<file path="src/rtl/mem_arbiter_pkg.sv">
// Shared definitions for the memory arbiter: default bus widths, FSM state and op encodings.
// Latency: n/a (types and constants only).
// Backpressure: n/a.
package mem_arbiter_pkg;

  localparam int MA_AW = 32;
  localparam int MA_DW = 32;

  typedef enum logic [1:0] {
    ST_IDLE  = 2'd0,
    ST_ISSUE = 2'd1,
    ST_WAIT  = 2'd2,
    ST_DONE  = 2'd3
  } state_t;

  typedef enum logic {
    OP_WRITE = 1'b0,
    OP_READ  = 1'b1
  } op_t;

  // Read wins when a requester raises both strobes; the write is dropped.
  function automatic op_t req_op(input logic rd);
    return rd ? OP_READ : OP_WRITE;
  endfunction

endpackage

</file>
<file path="src/rtl/mem_arbiter_if.sv">
// Bundle of both requester ports, the memory port and arbiter status.
// Latency: n/a (wires only).
// Backpressure: requesters hold read/write until their ready pulse.
interface mem_arbiter_if
  import mem_arbiter_pkg::*;
#(
  parameter int AW = MA_AW,
  parameter int DW = MA_DW
);

  logic          m0_read;
  logic          m0_write;
  logic [AW-1:0] m0_address;
  logic [DW-1:0] m0_dout;
  logic [DW-1:0] m0_din;
  logic          m0_ready;

  logic          m1_read;
  logic          m1_write;
  logic [AW-1:0] m1_address;
  logic [DW-1:0] m1_dout;
  logic [DW-1:0] m1_din;
  logic          m1_ready;

  logic          mem_read;
  logic          mem_write;
  logic [AW-1:0] mem_address;
  logic [DW-1:0] mem_wdata;
  logic [DW-1:0] mem_rdata;

  logic          busy;
  logic          owner;

  // Arbiter side
  modport slave (
    input  m0_read, m0_write, m0_address, m0_dout,
    input  m1_read, m1_write, m1_address, m1_dout,
    input  mem_rdata,
    output m0_din, m0_ready, m1_din, m1_ready,
    output mem_read, mem_write, mem_address, mem_wdata,
    output busy, owner
  );

  // Requesters plus memory side
  modport master (
    output m0_read, m0_write, m0_address, m0_dout,
    output m1_read, m1_write, m1_address, m1_dout,
    output mem_rdata,
    input  m0_din, m0_ready, m1_din, m1_ready,
    input  mem_read, mem_write, mem_address, mem_wdata,
    input  busy, owner
  );

endinterface

</file>
<file path="src/rtl/mem_arbiter_rr_arb2.sv">
// Two-way round-robin picker: grants the sole active requester, or the one that did not win last.
// Latency: combinational.
// Backpressure: none; caller decides when the pick is consumed.
module rr_arb2
  import mem_arbiter_pkg::*;
(
  input  logic [1:0] act,
  input  logic       last,
  output logic       gnt_valid,
  output logic       gnt_id
);

  // On a tie the previous winner yields, so neither side can starve
  always_comb begin
    gnt_valid = |act;
    gnt_id    = 1'b0;
    if (act == 2'b11) begin
      gnt_id = ~last;
    end else if (act[1]) begin
      gnt_id = 1'b1;
    end
  end

endmodule

</file>
<file path="src/rtl/mem_arbiter.sv">
// Arbitrates two requesters onto one single-port memory, one access at a time.
// Latency: grant cycle N -> strobe N+1; write ready N+2, read ready N+3 (data in din with ready).
// Backpressure: requests are level-held; while busy they are ignored and re-arbitrated in IDLE.
module mem_arbiter
  import mem_arbiter_pkg::*;
#(
  parameter int AW = MA_AW,
  parameter int DW = MA_DW
) (
  input  logic         clk,
  input  logic         rst,
  mem_arbiter_if.slave bus
);

  state_t        r_state;
  state_t        w_state_nxt;
  logic          r_last;
  logic          r_id;
  op_t           r_op;

  // Output registers; mem_address/mem_wdata double as the address/data latches
  // since nothing needs them after the single ISSUE cycle.
  logic          r_mem_read,  w_mem_read_nxt;
  logic          r_mem_write, w_mem_write_nxt;
  logic [AW-1:0] r_mem_address, w_mem_address_nxt;
  logic [DW-1:0] r_mem_wdata, w_mem_wdata_nxt;
  logic          r_busy,      w_busy_nxt;
  logic          r_m0_ready,  w_m0_ready_nxt;
  logic          r_m1_ready,  w_m1_ready_nxt;
  logic [DW-1:0] r_m0_din,    w_m0_din_nxt;
  logic [DW-1:0] r_m1_din,    w_m1_din_nxt;

  logic [1:0]    w_act;
  logic          w_gnt_valid;
  logic          w_gnt_id;
  logic          w_gnt_read;
  logic [AW-1:0] w_gnt_addr;
  logic [DW-1:0] w_gnt_wdata;
  logic          w_take;

  assign w_act       = {bus.m1_read | bus.m1_write, bus.m0_read | bus.m0_write};
  assign w_gnt_read  = w_gnt_id ? bus.m1_read    : bus.m0_read;
  assign w_gnt_addr  = w_gnt_id ? bus.m1_address : bus.m0_address;
  assign w_gnt_wdata = w_gnt_id ? bus.m1_dout    : bus.m0_dout;
  assign w_take      = (r_state == ST_IDLE) && w_gnt_valid;

  rr_arb2 u_rr_arb2 (
    .act       (w_act),
    .last      (r_last),
    .gnt_valid (w_gnt_valid),
    .gnt_id    (w_gnt_id)
  );

  // State register
  always_ff @(posedge clk) begin
    if (!rst) begin
      r_state <= ST_IDLE;
    end else begin
      r_state <= w_state_nxt;
    end
  end

  // Next-state: fixed walk IDLE -> ISSUE -> (WAIT for reads) -> DONE -> IDLE
  always_comb begin
    w_state_nxt = r_state;
    case (r_state)
      ST_IDLE:  w_state_nxt = w_gnt_valid ? ST_ISSUE : ST_IDLE;
      ST_ISSUE: w_state_nxt = (r_op == OP_READ) ? ST_WAIT : ST_DONE;
      ST_WAIT:  w_state_nxt = ST_DONE;
      ST_DONE:  w_state_nxt = ST_IDLE;
      default:  w_state_nxt = ST_IDLE;
    endcase
  end

  // Grant bookkeeping: owner id, op and round-robin history; reset makes m0 win the first tie
  always_ff @(posedge clk) begin
    if (!rst) begin
      r_last <= 1'b1;
      r_id   <= 1'b0;
      r_op   <= OP_WRITE;
    end else if (w_take) begin
      r_last <= w_gnt_id;
      r_id   <= w_gnt_id;
      r_op   <= req_op(w_gnt_read);
    end
  end

  // Output next-values, chosen one cycle ahead so every output comes straight from a flop
  always_comb begin
    w_mem_read_nxt    = 1'b0;
    w_mem_write_nxt   = 1'b0;
    w_mem_address_nxt = '0;
    w_mem_wdata_nxt   = '0;
    w_m0_ready_nxt    = 1'b0;
    w_m1_ready_nxt    = 1'b0;
    w_m0_din_nxt      = r_m0_din;
    w_m1_din_nxt      = r_m1_din;
    case (r_state)
      ST_IDLE: begin
        if (w_gnt_valid) begin
          w_mem_read_nxt    = w_gnt_read;
          w_mem_write_nxt   = ~w_gnt_read;
          w_mem_address_nxt = w_gnt_addr;
          w_mem_wdata_nxt   = w_gnt_wdata;
        end
      end
      ST_ISSUE: begin
        if (r_op == OP_WRITE) begin
          w_m0_ready_nxt = ~r_id;
          w_m1_ready_nxt = r_id;
        end
      end
      ST_WAIT: begin
        w_m0_ready_nxt = ~r_id;
        w_m1_ready_nxt = r_id;
        if (r_id) begin
          w_m1_din_nxt = bus.mem_rdata;
        end else begin
          w_m0_din_nxt = bus.mem_rdata;
        end
      end
      default: begin
      end
    endcase
    w_busy_nxt = (w_state_nxt != ST_IDLE);
  end

  // Output registers; reset clears everything, which also drops any in-flight ready
  always_ff @(posedge clk) begin
    if (!rst) begin
      r_mem_read    <= 1'b0;
      r_mem_write   <= 1'b0;
      r_mem_address <= '0;
      r_mem_wdata   <= '0;
      r_busy        <= 1'b0;
      r_m0_ready    <= 1'b0;
      r_m1_ready    <= 1'b0;
      r_m0_din      <= '0;
      r_m1_din      <= '0;
    end else begin
      r_mem_read    <= w_mem_read_nxt;
      r_mem_write   <= w_mem_write_nxt;
      r_mem_address <= w_mem_address_nxt;
      r_mem_wdata   <= w_mem_wdata_nxt;
      r_busy        <= w_busy_nxt;
      r_m0_ready    <= w_m0_ready_nxt;
      r_m1_ready    <= w_m1_ready_nxt;
      r_m0_din      <= w_m0_din_nxt;
      r_m1_din      <= w_m1_din_nxt;
    end
  end

  assign bus.mem_read    = r_mem_read;
  assign bus.mem_write   = r_mem_write;
  assign bus.mem_address = r_mem_address;
  assign bus.mem_wdata   = r_mem_wdata;
  assign bus.busy        = r_busy;
  assign bus.owner       = r_id;
  assign bus.m0_ready    = r_m0_ready;
  assign bus.m1_ready    = r_m1_ready;
  assign bus.m0_din      = r_m0_din;
  assign bus.m1_din      = r_m1_din;

endmodule

</file>
<file path="src/flat_wrapper.sv">
// flat-port wrapper written by rule: the top's interface ports become plain ports
module mem_arbiter_flat import mem_arbiter_pkg::*;
#(
  parameter int AW = MA_AW,
  parameter int DW = MA_DW
)
  (clk, rst, bus_m0_read, bus_m0_write, bus_m0_address, bus_m0_dout, bus_m1_read, bus_m1_write, bus_m1_address, bus_m1_dout, bus_mem_rdata, bus_m0_din, bus_m0_ready, bus_m1_din, bus_m1_ready, bus_mem_read, bus_mem_write, bus_mem_address, bus_mem_wdata, bus_busy, bus_owner);
  mem_arbiter_if #(.AW(AW), .DW(DW)) bus_i ();
  input  logic clk;
  input  logic rst;
  input wire logic [$bits(bus_i.m0_read)-1:0] bus_m0_read;
  input wire logic [$bits(bus_i.m0_write)-1:0] bus_m0_write;
  input wire logic [$bits(bus_i.m0_address)-1:0] bus_m0_address;
  input wire logic [$bits(bus_i.m0_dout)-1:0] bus_m0_dout;
  input wire logic [$bits(bus_i.m1_read)-1:0] bus_m1_read;
  input wire logic [$bits(bus_i.m1_write)-1:0] bus_m1_write;
  input wire logic [$bits(bus_i.m1_address)-1:0] bus_m1_address;
  input wire logic [$bits(bus_i.m1_dout)-1:0] bus_m1_dout;
  input wire logic [$bits(bus_i.mem_rdata)-1:0] bus_mem_rdata;
  output wire logic [$bits(bus_i.m0_din)-1:0] bus_m0_din;
  output wire logic [$bits(bus_i.m0_ready)-1:0] bus_m0_ready;
  output wire logic [$bits(bus_i.m1_din)-1:0] bus_m1_din;
  output wire logic [$bits(bus_i.m1_ready)-1:0] bus_m1_ready;
  output wire logic [$bits(bus_i.mem_read)-1:0] bus_mem_read;
  output wire logic [$bits(bus_i.mem_write)-1:0] bus_mem_write;
  output wire logic [$bits(bus_i.mem_address)-1:0] bus_mem_address;
  output wire logic [$bits(bus_i.mem_wdata)-1:0] bus_mem_wdata;
  output wire logic [$bits(bus_i.busy)-1:0] bus_busy;
  output wire logic [$bits(bus_i.owner)-1:0] bus_owner;
  assign bus_i.m0_read = bus_m0_read;
  assign bus_i.m0_write = bus_m0_write;
  assign bus_i.m0_address = bus_m0_address;
  assign bus_i.m0_dout = bus_m0_dout;
  assign bus_i.m1_read = bus_m1_read;
  assign bus_i.m1_write = bus_m1_write;
  assign bus_i.m1_address = bus_m1_address;
  assign bus_i.m1_dout = bus_m1_dout;
  assign bus_i.mem_rdata = bus_mem_rdata;
  assign bus_m0_din = bus_i.m0_din;
  assign bus_m0_ready = bus_i.m0_ready;
  assign bus_m1_din = bus_i.m1_din;
  assign bus_m1_ready = bus_i.m1_ready;
  assign bus_mem_read = bus_i.mem_read;
  assign bus_mem_write = bus_i.mem_write;
  assign bus_mem_address = bus_i.mem_address;
  assign bus_mem_wdata = bus_i.mem_wdata;
  assign bus_busy = bus_i.busy;
  assign bus_owner = bus_i.owner;
  mem_arbiter #(.AW(AW), .DW(DW)) u_core (.clk(clk), .rst(rst), .bus(bus_i));
endmodule
</file>
<file path="config.mk">
export PLATFORM = sky130hd
export DESIGN_NAME = mem_arbiter_flat
export DESIGN_NICKNAME = d
export VERILOG_FILES = /design/src/rtl/mem_arbiter_pkg.sv /design/src/rtl/mem_arbiter_if.sv /design/src/rtl/mem_arbiter_rr_arb2.sv /design/src/rtl/mem_arbiter.sv /design/src/flat_wrapper.sv
export SDC_FILE = /design/constraint.sdc
export NUM_CORES = 1
export LEC_CHECK = 0
export BUFFER_PORTS_ARGS = -buffer_cell sky130_fd_sc_hd__buf_2
export CAP_MARGIN = 15
export CORE_AREA = 2 2 116 118
export CTS_CLUSTER_SIZE = 16
export DETAILED_ROUTE_END_ITERATION = 6
export DIE_AREA = 0 0 118 120
export GPL_TIMING_DRIVEN = 0
export PLACE_DENSITY = 0.83
export SLEW_MARGIN = 20
export SYNTH_ARGS = -nofsm -noshare
export SYNTH_HDL_FRONTEND = slang
export SYNTH_HIERARCHICAL = 1
export SYNTH_SLANG_ARGS = --single-unit
</file>
<file path="constraint.sdc">
create_clock -name clk -period 3.6 [get_ports clk]
set_clock_uncertainty 0.1 [all_clocks]
set_input_delay 0.54 -clock clk [delete_from_list [all_inputs] [get_ports clk]]
set_output_delay 0.54 -clock clk [all_outputs]
set_load 0.02 [all_outputs]
</file>
==> results of run 1 <==
-- critical path, delay by kind of cell --
family / cells / cell delay (ns)
multiplexers: 1 / 0.25
AO/OA/AOI/OAI: 1 / 0.25
AND/OR/NAND/NOR: 2 / 0.35
buffers and inverters: 3 / 0.63
-- layout by cell type (no fill, tap or decap), types with 2 or more instances in the layout --
master / count
clkinv_4: 2
buf_4: 4
nor2b_1: 2
buf_6: 18
inv_1: 3
a21boi_1: 31
a21boi_0: 5
clkinv_2: 4
nand3_1: 3
mux2i_1: 64
clkbuf_1: 9
bufinv_16: 3
nand2_1: 132
nor3b_1: 2
buf_2: 305
ha_1: 3
or2_2: 2
dfxtp_1: 138
a21boi_2: 30
nor2_1: 67
clkbuf_16: 17
clkbuf_8: 2
-- area by class of cell --
cell class | instances | area share, %
well taps | 176 | 2.91
multi-input cells | 352 | 28.8
repair buffers | 299 | 19.8
inverters | 3 | 0.149
flip-flops and latches | 138 | 36.5
clock inverters | 11 | 1.90
clock buffers | 21 | 6.09
plain buffers | 35 | 3.82
-- layer usage --
metal	global-route usage (%)	wire length [um]	vias to the layer above
li1	-	-	2365
met1	21.1	5420	2098
met2	37.9	7730	230
met3	5.51	1040	34
met4	10.3	471	2
met5	0	13	-
-- logic make-up (layout without fill, tap and decap cells) --
logic type | Yosys count | count (layout) | synth area share, %
fa+ha+maj | 3 | 3 | 0.716
flops | 138 | 138 | 52.7
simple gates | 216 | 216 | 16.5
compound gates | 68 | 68 | 11.9
mux | 65 | 65 | 12.4
buf+inv | 38 | 369 | 5.73
-- path summary, 6_finish.rpt --
path / to / slack, ns / startpoint
worst max-delay path: u_core/bus.mem_wdata[16] / 1.77 / bus_m0_read
worst min-delay path: u_core/bus.mem_wdata[29] / 0.26 / bus_m0_dout[29]
worst max register to register: u_core/bus.mem_wdata[16] / 1.98 / u_core/r_last
worst min register to register: u_core/bus.m0_din[9] / 0.35 / u_core/bus.m0_din[9]
-- report_power, final --
part	switching (mW)	leakage, nW	internal (mW)
clock	0.631	0.297	1.13
sequential	0.0959	1.13	1.81
combinational	1.01	2.27	0.665
-- cells in the mapped netlist --
library cell,n
mux2i_1,64
a21boi_1,31
nand2_1,132
nor3_1,1
nand2b_4,1
o311a_2,1
buf_2,6
mux2_2,1
a21oi_1,1
a21boi_2,30
nor2b_1,2
ha_1,3
or2_2,2
nand3_1,3
nor3b_1,2
and2_1,1
a21boi_0,5
or2_1,1
nand2_2,1
and2b_2,1
or2b_4,1
buf_4,4
nor2_1,67
buf_6,18
nand2b_1,1
inv_1,3
dfxtp_1,138
clkbuf_1,7
-- flip-flops by register name, summed over array words and instances (netlist names), 2 cells and up --
name / flops
u_core/r_state: 2
u_core/bus.m1_din: 32
u_core/bus.m0_din: 32
u_core/bus.mem_address: 32
u_core/bus.mem_wdata: 32
==> impl_metrics.py, run 1 <==
metrics = {
    "worst_setup_path": {
        "cp-start-kind": "primary input",
        "rr_worst_depth": 5,
        "path_cells": "buf_2, or2_2, a21boi_1, buf_4, buf_6, mux2i_1, nor2_1",
        "worstPathRequired_ns": 3.79,
        "cp_slowest_cell": "buf_4",
        "critPathMaxStageDelay_ns": 0.29,
        "crit_arrival_ns": 2.03,
        "path_class": "primary input to flip-flop",
        "end_kind": "flip-flop",
        "cp_max_fo": 10,
    },
    "route": {
        "via_per_inst": 4.57,
        "drt-initial-drc-count": 193,
        "detail_route.first_pass.iterations": 4,
        "routed_wl_um": 14700,
        "wl_per_cell_um": 14.2,
        "drc": 0,
        "num_vias": 4729,
        "ant_nets": 0,
    },
    "clock_tree": {
        "clock-sinks": 138,
        "cts_max_path_buffers": 2,
        "path_clk_slew_ns": 0.06,
        "cts_buffers": 17,
        "clk_latency_ns": 0.40,
        "postCtsResizedCells": 0,
        "post_cts_buffers": 0,
        "cts-root-buf": "clkbuf_16",
        "cts_tree": "done",
        "cts_hold_buf": 0,
        "cts-htree-levels": 4,
    },
    "placed_design": {
        "place.gp.congestion": 0.846,
        "dp_cells": 1003,
        "port_buffers": 299,
        "place_ws_ns": 1.33,
        "hpwl_um": 11700,
        "placed_cell_area_sq_um": 6960,
    },
    "grt": {
        "antenna_found_initial": 1,
        "grt_usage_pct": 20.4,
        "grt_max_degree": 17,
        "grt_pass1_wl_um": 22300,
        "gr-total-overflow": 0,
        "grt_pass1_vias": 4528,
    },
    "power_and_ir_drop": {
        "p_leak_nw": 3.69,
        "power.density_nw_per_um2": 706,
        "max-vdd-ir-drop_uv": 296,
        "power.total_mw": 5.34,
    },
    "logic_synthesis": {
        "yosysTopAreaCell": "dfxtp_1",
        "ys_types": 28,
        "synth_seq_cells": 138,
        "synth_area_sq_um": 5240,
        "synth_top_area_share_pct": 52.7,
        "yosysWarnings": 6,
        "ys_top_cells_by_area": "dfxtp_1 53%, mux2i_1 12%, nand2_1 9.5%",
        "synthesis.area_per_instance_sq_um": 9.93,
        "syn_nets": 697,
        "synth_cells": 528,
        "seq_area_frac_synth_pct": 52.7,
    },
    "floorplanning": {
        "fp.dieArea_sq_um": 14200,
        "pin_count": 300,
        "start_util_pct": 40.4,
        "rows": 42,
        "core_sq_um": 13000,
        "die_w_um": 118,
        "dieHeight_um": 120,
    },
    "cells_and_area": {
        "multi_input_area_sq_um": 2180,
        "utilization_pct": 58.3,
        "fillers": 1171,
        "finalNetCount": 1015,
        "seqCellArea_sq_um": 2760,
        "layout-drive-gt1-share_pct": 46.0,
        "stdcell_area_sq_um": 7560,
        "syn2layout_area_growth_pct": 44.3,
        "fin_cells": 1035,
        "antenna_cells": 0,
    },
    "timing": {
        "clock.fmax_ghz": 0.545,
        "setup_tns_ns": 0,
        "max_slew.worst_pin.slew_ns": 0.458,
        "fin_crit_sh_pct": 51.0,
        "finalSetupViolCount": 0,
        "rsz0062_at_grt": "no",
        "relSlewSlack_pct": 69.4,
        "final_max_slew_viol_count": 0,
        "worst_slack_ns": 1.77,
        "hold_viol": 0,
        "holdWs_ns": 0.260,
        "fin_crit_ns": 1.83,
    },
    "status": {
        "outcome": "complete, no violations",
    },
    "hold_path": {
        "worstHoldPathCells": 3,
        "hold_class": "primary input to flip-flop",
    },
    "job": {
        "maxCapViolCount": 0,
    },
}
Power figures use the tool's default switching activity.
==> run 2, diff against run 1 <==
==> constraint.sdc (replaced) <==
create_clock -name clk -period 1.9 [get_ports clk]
set_clock_uncertainty 0.1 [all_clocks]
set_input_delay 0.285 -clock clk [delete_from_list [all_inputs] [get_ports clk]]
set_output_delay 0.285 -clock clk [all_outputs]
set_load 0.02 [all_outputs]
==> run 2 against run 1 <==
Effect of this change: flip-flop and latch count is the same; count of clock-buffer cells in the layout unchanged; critical path depth down 2; utilization is 2.4 points higher; register-to-register slack worse by 1.7 ns; critical path type is now flip-flop to flip-flop.
==> impl_metrics.py, run 2 (same netlist as run 1, synthesis figures left out) <==
metrics = {
    "timing": {
        "finalSetupViolCount": 0,
        "fin_crit_sh_pct": 85.7,
        "rsz0062_at_grt": "no",
        "fin_crit_ns": 1.63,
        "final_max_slew_viol_count": 0,
        "setup_tns_ns": 0,
        "relSlewSlack_pct": 69.7,
        "hold_viol": 0,
        "max_slew.worst_pin.slew_ns": 0.455,
        "clock.fmax_ghz": 0.614,
    },
    "hold_path": {
        "worstHoldPathCells": 3,
        "hold_class": "primary input to flip-flop",
    },
    "clock_tree": {
        "cts_max_path_buffers": 2,
        "cts_buffers": 17,
        "clock-sinks": 138,
        "clk_latency_ns": 0.40,
        "postCtsResizedCells": 0,
        "cts_tree": "done",
        "post_cts_buffers": 0,
        "cts-htree-levels": 4,
        "cts-root-buf": "clkbuf_16",
        "path_clk_slew_ns": 0.06,
    },
    "grt": {
        "grt_usage_pct": 22.6,
        "gr-total-overflow": 0,
        "grt_max_degree": 17,
        "grt_pass1_vias": 4905,
        "grt_pass1_wl_um": 24700,
        "antenna_found_initial": 3,
    },
    "route": {
        "via_per_inst": 4.66,
        "drc": 0,
        "wl_per_cell_um": 15.1,
        "drt-initial-drc-count": 238,
        "num_vias": 4967,
        "detail_route.first_pass.iterations": 4,
        "routed_wl_um": 16100,
        "ant_nets": 0,
    },
    "power_and_ir_drop": {
        "p_leak_nw": 3.81,
        "sequentialPowerShare_pct": 35.4,
        "power.density_nw_per_um2": 1300,
        "internal-power_mw": 6.86,
        "switching_power_mw": 3.35,
        "power_frac_clock_pct": 32.7,
        "swShare_pct": 32.8,
        "max-vdd-ir-drop_uv": 590,
        "combPwrFrac_pct": 32.0,
    },
    "cells_and_area": {
        "seqCellArea_sq_um": 2760,
        "layout-drive-gt1-share_pct": 44.4,
        "syn2layout_area_growth_pct": 50.1,
        "stdcell_area_sq_um": 7870,
        "finalNetCount": 1045,
        "multi_input_area_sq_um": 2180,
        "final_cell_mix": "305 x buf_2, 138 x dfxtp_1, 132 x nand2_1",
        "fillers": 1116,
        "mostFrequentLayoutCell": "buf_2",
    },
    "worst_setup_path": {
        "rr_worst_depth": 5,
        "end_kind": "flip-flop",
        "crit_arrival_ns": 1.82,
        "path_class": "flip-flop to flip-flop",
        "worstPathRequired_ns": 2.10,
        "cp-start-kind": "flip-flop",
        "cp_max_fo": 10,
    },
    "floorplanning": {
        "rows": 42,
        "core_sq_um": 13000,
        "fp.dieArea_sq_um": 14200,
        "start_util_pct": 40.4,
        "die_w_um": 118,
        "pin_count": 300,
        "dieHeight_um": 120,
    },
    "job": {
        "maxCapViolCount": 0,
    },
    "placed_design": {
        "placed_cell_area_sq_um": 6960,
        "port_buffers": 299,
        "place.gp.congestion": 0.846,
        "hpwl_um": 11700,
    },
    "status": {
        "outcome": "complete, no violations",
    },
}
run 2: timing repair:
item | 4_1_cts | 5_1_grt
hold buffers | 30 | 0
hold endpoints to repair | 17 | 0
setup endpoints to repair | 0 | 0
run 2: metrics by stage:
step	setup slack (ns)	std cells	total power, mW	hold WS (ns)	util, %
after floorplan	0.297	528	5.80	0.320	-
after global placement	-0.0624	1003	6.82	0.338	53.6
after CTS	0.264	1065	10.3	0.0000572	60.6
after detailed placement	-0.112	1003	6.87	0.342	53.6
final	0.272	1067	10.2	0.0167	60.6
after global routing	0.159	1067	10.7	0.0138	60.6
run 2: worst max-delay path, stage by stage, from the launching register on:
cell      delay [ns]
dfxtp_1         0.31
a21boi_1        0.26
buf_4           0.29
buf_6           0.21
mux2i_1         0.28
nor2_1          0.07
run 2: power by group through the flow:
stage                     sequential (mW)  clock [mW]  combinational (mW)
after floorplan                      4.29           0                1.51
after global placement               3.65           0                3.17
after detailed placement             3.67           0                3.20
after CTS                            3.62        3.40                3.26
after global routing                 3.67        3.53                3.51
final                                3.61        3.34                3.27
run 2: path summary, 6_finish.rpt:
path	slack (ns)	endpoint	startpoint
worst max register to register	0.27	u_core/bus.mem_wdata[1]	u_core/r_last
worst max-delay path	0.27	u_core/bus.mem_wdata[1]	u_core/r_last
worst min register to register	0.35	u_core/bus.m0_din[9]	u_core/bus.m0_din[9]
worst min-delay path	0.02	u_core/bus.mem_wdata[30]	bus_m1_dout[30]
run 2: per-layer routing:
metal  GRT usage, %  up-vias  part of all wire (%)
met4           14.4        2                   5.1
li1               -     2429                     -
met2           41.7      241                    52
met3           6.51       61                   7.2
met5              0        -                 0.081
met1           22.2     2234                    36
run 2: area by class of cell:
cell class              instances  share of cell area, %
flip-flops and latches        138                   35.1
multi-input cells             352                   27.7
repair buffers                329                   22.8
clock buffers                  21                   5.85
plain buffers                  35                   3.67
well taps                     176                   2.80
clock inverters                11                   1.83
inverters                       3                  0.143
diodes                          2                 0.0636
